## src/rtl/pattern_pwm_bank_pkg.sv

```systemverilog
// pattern_pwm_bank_pkg: shared FSM state encoding and counter widths.
// Ports: none (package).
package pattern_pwm_bank_pkg;
  typedef enum logic [1:0] {IDLE = 2'd0, PAT = 2'd1, GAP = 2'd2, DONE = 2'd3} state_t;
  localparam int DUR_W = 8;
  localparam int GAP_W = 16;
  localparam int REP_W = 8;
endpackage

```

## src/rtl/pattern_pwm_chan.sv

```systemverilog
// pattern_pwm_chan: one pattern-PWM channel that replays a pattern MSB first.
// Ports: clk/rst (async active-high), start/stop strobes, shadow config
// (duty, dessert, num, pat, amp) sampled on an accepted start, pwm_out/busy/valid
// status, and lvl_nxt = the DAC level that this channel will present next cycle.
module pattern_pwm_chan
  import pattern_pwm_bank_pkg::*;
#(
  parameter int PAT_WIDTH = 16,
  parameter int DAC_WIDTH = 8
) (
  input  logic                 clk,
  input  logic                 rst,
  input  logic                 start,
  input  logic                 stop,
  input  logic [DUR_W-1:0]     duty,
  input  logic [GAP_W-1:0]     dessert,
  input  logic [REP_W-1:0]     num,
  input  logic [PAT_WIDTH-1:0] pat,
  input  logic [DAC_WIDTH-1:0] amp,
  output logic                 pwm_out,
  output logic                 busy,
  output logic                 valid,
  output logic [DAC_WIDTH-1:0] lvl_nxt
);
  localparam int IDX_W = $clog2(PAT_WIDTH);
  localparam logic [IDX_W-1:0] MSB = IDX_W'(PAT_WIDTH - 1);
  state_t state, state_n;
  logic [DUR_W-1:0] cnt, cnt_n, dur, dur_n;
  logic [GAP_W-1:0] gcnt, gcnt_n, des, des_n;
  logic [REP_W-1:0] rem, rem_n;
  logic [IDX_W-1:0] idx, idx_n;
  logic [PAT_WIDTH-1:0] pat_r, pat_n;
  logic [DAC_WIDTH-1:0] amp_r, amp_n;
  logic inf, inf_n, load;
  always_ff @(posedge clk or posedge rst)
    if (rst) begin
      state <= IDLE;
      {cnt, dur, gcnt, des, rem, idx, pat_r, amp_r, inf} <= '0;
    end else begin
      state <= state_n;
      {cnt, dur, gcnt, des, rem, idx, pat_r, amp_r, inf} <=
        {cnt_n, dur_n, gcnt_n, des_n, rem_n, idx_n, pat_n, amp_n, inf_n};
    end
  always_comb begin
    state_n = state;
    {cnt_n, dur_n, gcnt_n, des_n, rem_n, idx_n, pat_n, amp_n, inf_n} =
      {cnt, dur, gcnt, des, rem, idx, pat_r, amp_r, inf};
    load = start && (state == IDLE || state == DONE);
    if (stop) state_n = IDLE;
    else if (load) begin
      state_n = PAT;
      cnt_n = '0;
      idx_n = MSB;
      dur_n = (duty == '0) ? DUR_W'(1) : duty;
      des_n = dessert;
      rem_n = num;
      inf_n = (num == '0);
      pat_n = pat;
      amp_n = amp;
    end else
      case (state)
        PAT:
          if (cnt != dur - DUR_W'(1)) cnt_n = cnt + DUR_W'(1);
          else begin
            cnt_n = '0;
            if (idx != '0) idx_n = idx - IDX_W'(1);
            else if (inf || rem > REP_W'(1)) begin
              // another repetition follows; infinite runs never touch rem
              rem_n = inf ? rem : rem - REP_W'(1);
              idx_n = MSB;
              gcnt_n = '0;
              state_n = (des == '0) ? PAT : GAP;
            end else state_n = DONE;
          end
        GAP:
          if (gcnt != des - GAP_W'(1)) gcnt_n = gcnt + GAP_W'(1);
          else begin
            idx_n = MSB;
            state_n = PAT;
          end
        DONE: state_n = IDLE;
        default: state_n = IDLE;
      endcase
  end
  assign busy = (state == PAT) || (state == GAP);
  assign valid = (state == DONE);
  assign pwm_out = (state == PAT) && pat_r[idx];
  // next-cycle level lets the top register the DAC in step with pwm_out
  assign lvl_nxt = (state_n == PAT && pat_n[idx_n]) ? amp_n : '0;
endmodule

```

## src/rtl/pattern_pwm_bank.sv

```systemverilog
// pattern_pwm_bank: bank of independent pattern-PWM channels with shadow config.
// Ports: sys_clk/sys_rst (async active-high), cfg_* shadow write port,
// start/stop per-channel strobes, pwm_out/busy/valid per channel, and dac_data
// carrying cfg_amp of the last channel while its pwm_out is high.
module pattern_pwm_bank
  import pattern_pwm_bank_pkg::*;
#(
  parameter int NUM_CHANNELS = 4,
  parameter int PAT_WIDTH = 16,
  parameter int DAC_WIDTH = 8,
  localparam int CH_W = (NUM_CHANNELS > 1) ? $clog2(NUM_CHANNELS) : 1
) (
  input  logic                    sys_clk,
  input  logic                    sys_rst,
  input  logic                    cfg_we,
  input  logic [CH_W-1:0]         cfg_ch,
  input  logic [7:0]              cfg_duty,
  input  logic [15:0]             cfg_dessert,
  input  logic [7:0]              cfg_num,
  input  logic [PAT_WIDTH-1:0]    cfg_pat,
  input  logic [DAC_WIDTH-1:0]    cfg_amp,
  input  logic [NUM_CHANNELS-1:0] start,
  input  logic [NUM_CHANNELS-1:0] stop,
  output logic [NUM_CHANNELS-1:0] pwm_out,
  output logic [NUM_CHANNELS-1:0] busy,
  output logic [NUM_CHANNELS-1:0] valid,
  output logic [DAC_WIDTH-1:0]    dac_data
);
  logic [DUR_W-1:0] sh_duty [NUM_CHANNELS];
  logic [GAP_W-1:0] sh_des [NUM_CHANNELS];
  logic [REP_W-1:0] sh_num [NUM_CHANNELS];
  logic [PAT_WIDTH-1:0] sh_pat [NUM_CHANNELS];
  logic [DAC_WIDTH-1:0] sh_amp [NUM_CHANNELS];
  logic [DAC_WIDTH-1:0] lvl [NUM_CHANNELS];
  always_ff @(posedge sys_clk or posedge sys_rst)
    if (sys_rst)
      for (int c = 0; c < NUM_CHANNELS; c++) begin
        sh_duty[c] <= DUR_W'(1);
        sh_des[c] <= '0;
        sh_num[c] <= REP_W'(1);
        sh_pat[c] <= '0;
        sh_amp[c] <= '0;
      end
    else if (cfg_we && 32'(cfg_ch) < NUM_CHANNELS) begin
      sh_duty[cfg_ch] <= cfg_duty;
      sh_des[cfg_ch] <= cfg_dessert;
      sh_num[cfg_ch] <= cfg_num;
      sh_pat[cfg_ch] <= cfg_pat;
      sh_amp[cfg_ch] <= cfg_amp;
    end
  for (genvar i = 0; i < NUM_CHANNELS; i++) begin : g_ch
    pattern_pwm_chan #(.PAT_WIDTH(PAT_WIDTH), .DAC_WIDTH(DAC_WIDTH)) u_chan (
      .clk(sys_clk),
      .rst(sys_rst),
      .start(start[i]),
      .stop(stop[i]),
      .duty(sh_duty[i]),
      .dessert(sh_des[i]),
      .num(sh_num[i]),
      .pat(sh_pat[i]),
      .amp(sh_amp[i]),
      .pwm_out(pwm_out[i]),
      .busy(busy[i]),
      .valid(valid[i]),
      .lvl_nxt(lvl[i])
    );
  end
  always_ff @(posedge sys_clk or posedge sys_rst)
    if (sys_rst) dac_data <= '0;
    else dac_data <= lvl[NUM_CHANNELS-1];
endmodule
```

## config.mk

```make
export PLATFORM = sky130hd
export DESIGN_NAME = pattern_pwm_bank
export DESIGN_NICKNAME = d
export VERILOG_FILES = /design/src/rtl/pattern_pwm_bank_pkg.sv /design/src/rtl/pattern_pwm_chan.sv /design/src/rtl/pattern_pwm_bank.sv
export SDC_FILE = /design/constraint.sdc
export NUM_CORES = 1
export LEC_CHECK = 0
export ABC_AREA = 1
export CAP_MARGIN = 10
export CORE_ASPECT_RATIO = 1.4
export CORE_UTILIZATION = 40
export DETAILED_ROUTE_END_ITERATION = 6
export HOLD_SLACK_MARGIN = 0.1
export MAX_ROUTING_LAYER = met4
export PLACE_DENSITY_LB_ADDON = 0.08
export SLEW_MARGIN = 20
export SYNTH_ARGS = -nofsm -noshare
export SYNTH_HDL_FRONTEND = slang
export SYNTH_SLANG_ARGS = --single-unit
```

## constraint.sdc

```tcl
create_clock -name sys_clk -period 56.1 [get_ports sys_clk]
set_input_delay 11.22 -clock sys_clk [delete_from_list [all_inputs] [get_ports sys_clk]]
set_output_delay 11.22 -clock sys_clk [all_outputs]
set_load 0.01 [all_outputs]
```

* Word level (Yosys, flattened, before mapping)
Index checks and enable logic that the tools add are counted.
Word-level totals: bits in registers 556, output and inout port bits 20
Operators by class: bitwise operators 9, $add $sub $neg 24, $lt $le $gt $ge 11, reduce and logical (&&, ||, !) cells 79, equal/unequal tests 67, muxes and demuxes 141
Operators by type and width (number):
- $mux 8 | 44
- $mux 16 | 19
- $bwmux 64 | 2
- $pmux 16 s2 | 4
- $bwmux 32 | 3
- $mux 4 | 21
- $add 16x1->16 const B | 4
- $logic_not 16->1 | 4
- $logic_not 8->1 | 8
- $ne 16x16->1 | 4
- $sub 16x1->16 const B | 4
- $sub 8x1->8 const B | 8
- $mux 2 | 28
- $ne 4x3->1 const B | 9
- $add 8x1->8 const B | 4
- $demux 16 s2 | 1
- $gt 8x1->1 const B | 4
- $ne 2x1->1 const B | 16
- $ne 8x8->1 | 4
- $pmux 4 s2 | 4
- $reduce_and 7->1 | 4
- $lt 4x5->1 const B | 5
- $ne 2x2->1 const B | 12
- $reduce_and 6->1 | 4
- other kinds (22) | 111

* Logic depth before layout (Yosys ltp)
depth in word-level cells 12, mapped depth 24, mapped depth without buffers 24

* Hierarchy
From an unflattened synthesis, not the netlist that was laid out.
Unflattened totals: cell total of the unflattened synthesis 4204, area, all modules 32401.1 um^2
Modules (own cells, without submodules):
- pattern_pwm_chan at g_ch[0].u_chan ... | cells each 804, area an instance 5816.8 um^2, instances 2
- pattern_pwm_bank | cells each 1005, area an instance 9395.3 um^2, instances 1
- pattern_pwm_chan at g_ch[3].u_chan | cells each 797, area an instance 5710.5 um^2, instances 1
- pattern_pwm_chan at g_ch[2].u_chan | cells each 794, area an instance 5661.7 um^2, instances 1

* Least setup slack after synthesis
OpenSTA, ideal clock, no wires.
kind input port to flip-flop, start point input start[3], end point register dac_data[6], cell stages on the path 7, required time 56.029 ns, path slack 43.376 ns, arrival time 12.652 ns, cells stage by stage nand2_1 > nor2_1 > clkbuf_1 > clkbuf_1 > buf_2 > o21ai_0 > nor2_2
On the way: cells in the longest elaborated chain, start to end 7
Ends and longest elaborated chain:
- start: declaration | line pattern_pwm_bank.sv:22 | input logic [NUM_CHANNELS-1:0] start,
- $logic_and 1x1->1 * | line pattern_pwm_chan.sv:48 | load = start && (state == IDLE || state == DONE);
- $mux 16 or $mux 4 (tied branches) | line pattern_pwm_chan.sv:50 | else if (load) begin
- $mux 16 or $mux 4 (tied branches) | line pattern_pwm_chan.sv:49 | if (stop) state_n = IDLE;
- $bmux 1 s4 | line pattern_pwm_chan.sv:89 | assign lvl_nxt = (state_n == PAT && pat_n[idx_n]) ? amp_n : '0;
- $mux 1 (not written as such) | line pattern_pwm_chan.sv:89
- $logic_and 1x1->1 | line pattern_pwm_chan.sv:89
- $mux 8 * | line pattern_pwm_chan.sv:89
- net g_ch[3].u_chan.lvl_nxt[6] | line pattern_pwm_chan.sv:23 | output logic [DAC_WIDTH-1:0] lvl_nxt
- end signal: assignment | line pattern_pwm_bank.sv:70 | else dac_data <= lvl[NUM_CHANNELS-1];
- end: declaration | line pattern_pwm_bank.sv:27 | output logic [DAC_WIDTH-1:0] dac_data
Mark *: on every way through the listed nets, which the timed path passes. The rest lies on a longest branch. The select of a mux whose other input is x is not followed. A chain may end at the register's enable or synchronous reset.

==> results.json <==
{
  "grt_pass1_wl_um": 122800,
  "vdd_drop_max_uv": 27.91,
  "synth_top_area_share_pct": 47.88,
  "avgSynthCellArea_um2": 8.083,
  "avgViaCountPerCell": 5.125,
  "synth_area_leaders": "dfrtp_1 48%, nand2_1 13%, o21ai_0 6.7%",
  "synth_top_area_cell": "dfrtp_1",
  "coreArea_um2": 67720,
  "cts_tree": "yes",
  "max_clock_freq_mhz": 68.96,
  "run_status": "finished clean",
  "seq_area_frac_synth_pct": 48.65,
  "skew_ns": 0.02000,
  "hold_buffers": 0,
  "ys_types": 56,
  "cts-resized-gates": 0,
  "drt_iter0_drc": 1718,
  "die_x_um": 223.1,
  "die_h_um": 311.6,
  "dp_hpwl_um": 53060,
  "num_io_pins": 89,
  "startpoint_type": "input pin",
  "drt-total-wl_um": 76350,
  "fin_crit_ns": 14.50,
  "syn-cell-area_um2": 27380,
  "clock-sinks": 532,
  "endpoint_kind": "async pin",
  "ff_latch_area_um2": 13320,
  "drt-wirelength-per-cell_um": 17.65,
  "gp_congestion": 0.8541,
  "tns_ns": 0,
  "synth_edf_count": 0,
  "numCtsBuffers": 56,
  "port_buffers": 88,
  "grt_setup_unrepaired": "false",
  "cts_setup_buffers": 0,
  "via_count": 22160,
  "multi_input_area_um2": 12210,
  "maxCapViolCount": 0,
  "path_max_fanout": 131,
  "track_usage_pct": 23.07,
  "fillCellCount": 6660,
  "min_from": "g_ch[0].u_chan.pat_r[2]$_DFFE_PP0P_",
  "synth_seq_cells": 532,
  "num-nets-final": 3520,
  "required_ns": 56.71,
  "slew_viol_final": 0,
  "start_util_pct": 40.43,
  "antenna_found_initial": 12,
  "clk_latency_ns": 0.62,
  "relSlewSlack_pct": 30.81,
  "synthFlopType": "dfrtp_1",
  "cts.htree.levels": 2,
  "syn_inst": 3388,
  "tightest_slew_ns": 1.035,
  "syn_to_final_growth_pct": 12.78,
  "fin_crit_sh_pct": 25.85,
  "syn_nets": 3497,
  "final_cells": 4325,
  "final_cell_mix": "943 x nand2_1, 524 x dfrtp_1, 369 x o21ai_0, 328 x inv_1, 237 x nor2_1",
  "hold_viol": 0,
  "clk_pin_slew_ns": 0.06,
  "final_antenna_net_count": 0,
  "drcViolationCount": 0,
  "grt-ovfl-total": 0,
  "p_per_area_nw_per_um2": 39.11,
  "cts_root_buffer": "clkbuf_16",
  "row_count": 113,
  "crit_type": "input pin to async pin",
  "leakagePower_uw": 0.01451,
  "cts_buffer_depth": 3,
  "fp.dieArea_um2": 69520,
  "crit_arrival_ns": 15.11,
  "setup_violations": 0,
  "drive_gt1_share_pct": 6.653,
  "synth-async-reset-ratio_pct": 100.0,
  "grt_pass1_vias": 22100,
  "reg2reg_from": "g_ch[2].u_chan.state[0]$_DFFE_PP0P_",
  "worstSetupStartpoint": "sys_rst",
  "drt-pass1-iter-count": 5,
  "worstHoldPathType": "flop to flop",
  "final_common_cell": "nand2_1",
  "grt_max_degree": 132,
  "dp.cells": 4214,
  "ys_warn_count": 0
}
[cell type report]
type | instances | area share, %
Tap cell | 862 | 3.492
Clock buffer | 81 | 5.429
Multi-Input combinational cell | 2373 | 39.53
Antenna cell | 6 | 0.04862
Inverter | 345 | 4.226
Timing Repair Buffer | 103 | 3.282
Sequential cell | 532 | 43.14
Clock inverter | 23 | 0.8508
[kinds of logic (layout without fill, tap and decap cells)]
| group | after synthesis | in the layout | share of synthesized area (%) |
|---|---|---|---|
| buffers and inverters | 483 | 552 | 6.954 |
| XOR/XNOR | 200 | 200 | 6.598 |
| adder cells (fa/ha/maj) | 40 | 40 | 1.828 |
| AND/OR/NAND/NOR | 1599 | 1599 | 25.24 |
| flip-flops | 532 | 532 | 48.65 |
| AO/OA/AOI/OAI | 533 | 533 | 10.69 |
| other | 0 | 6 | 0 |
| multiplexers | 1 | 1 | 0.03655 |
[state kept, by name, indices dropped and copies added, names as in the netlist, 64 cells and up]
name               cells
sh_pat                64
g_ch.u_chan.gcnt      64
sh_des                64
g_ch.u_chan.des       64
g_ch.u_chan.pat_r     64
[power breakdown]
group	internal (µW)	switching [µW]	total (µW)
registers	458	67.5	526
clock network	230	162	392
logic	113	177	290
total	801	407	1210
[path summary, 6_finish.rpt]
check / end / slack (ns) / depth (start not counted)
worst max-delay path: sh_pat[39]$_DFFE_PP0P_ / 41.60 / 5
worst min-delay path: g_ch[0].u_chan.pat_r[2]$_DFFE_PP0P_ / 0.47 / 2
worst max register to register: g_ch[2].u_chan.idx[0]$_DFFE_PP0P_ / 52.40 / 10
worst min register to register: g_ch[0].u_chan.pat_r[2]$_DFFE_PP0P_ / 0.47 / 2
max in group sys_clk: pwm_out[3] / 42.04 / 7
min in group asynchronous: g_ch[2].u_chan.gcnt[1]$_DFFE_PP0P_ / 11.22 / 2
[layer usage]
layer | wire length, µm | track usage (%)
met5 | 0 | -
met1 | 32880 | 29.42
met4 | 1312 | 5.376
met3 | 3868 | 3.093
met2 | 38300 | 38.81
[synth_stat cells, drive strengths merged (3+ instances only)]
library cell	instances
nor3b	3
o31ai	5
o211ai	39
o21ai	389
ha	40
clkbuf	98
xor2	142
clkinv	4
nand3	210
o221ai	5
nand3b	7
nor4	40
o22ai	9
nand4	29
nor2	271
inv	341
dfrtp	524
xnor3	4
dfstp	8
buf	40
or2	13
o21a	6
a211oi	9
xnor2	54
nor3	56
a21oi	55
nand2	968
a31oi	9
[critical path, stage by stage]
cell and delay [ns]:
clkdlybuf4s50_1 0.49, inv_8 0.65, buf_4 0.80, buf_4 0.86, buf_4 0.83
[stage by stage]
step	power (µW)	util, %	hold WS [ns]	setup slack (ns)	cell area, µm²
after CTS	1222	45.54	0.4704	41.34	30840
after floorplan	741.0	-	0.4366	30.03	27380
after global routing	1287	45.58	0.4850	40.97	30870
after detailed placement	823.5	42.68	0.4549	40.75	28900
after global placement	814.7	42.68	0.4486	40.87	28900
final	1208	45.60	0.4669	41.60	30880
(Power assumes the default switching activity.)
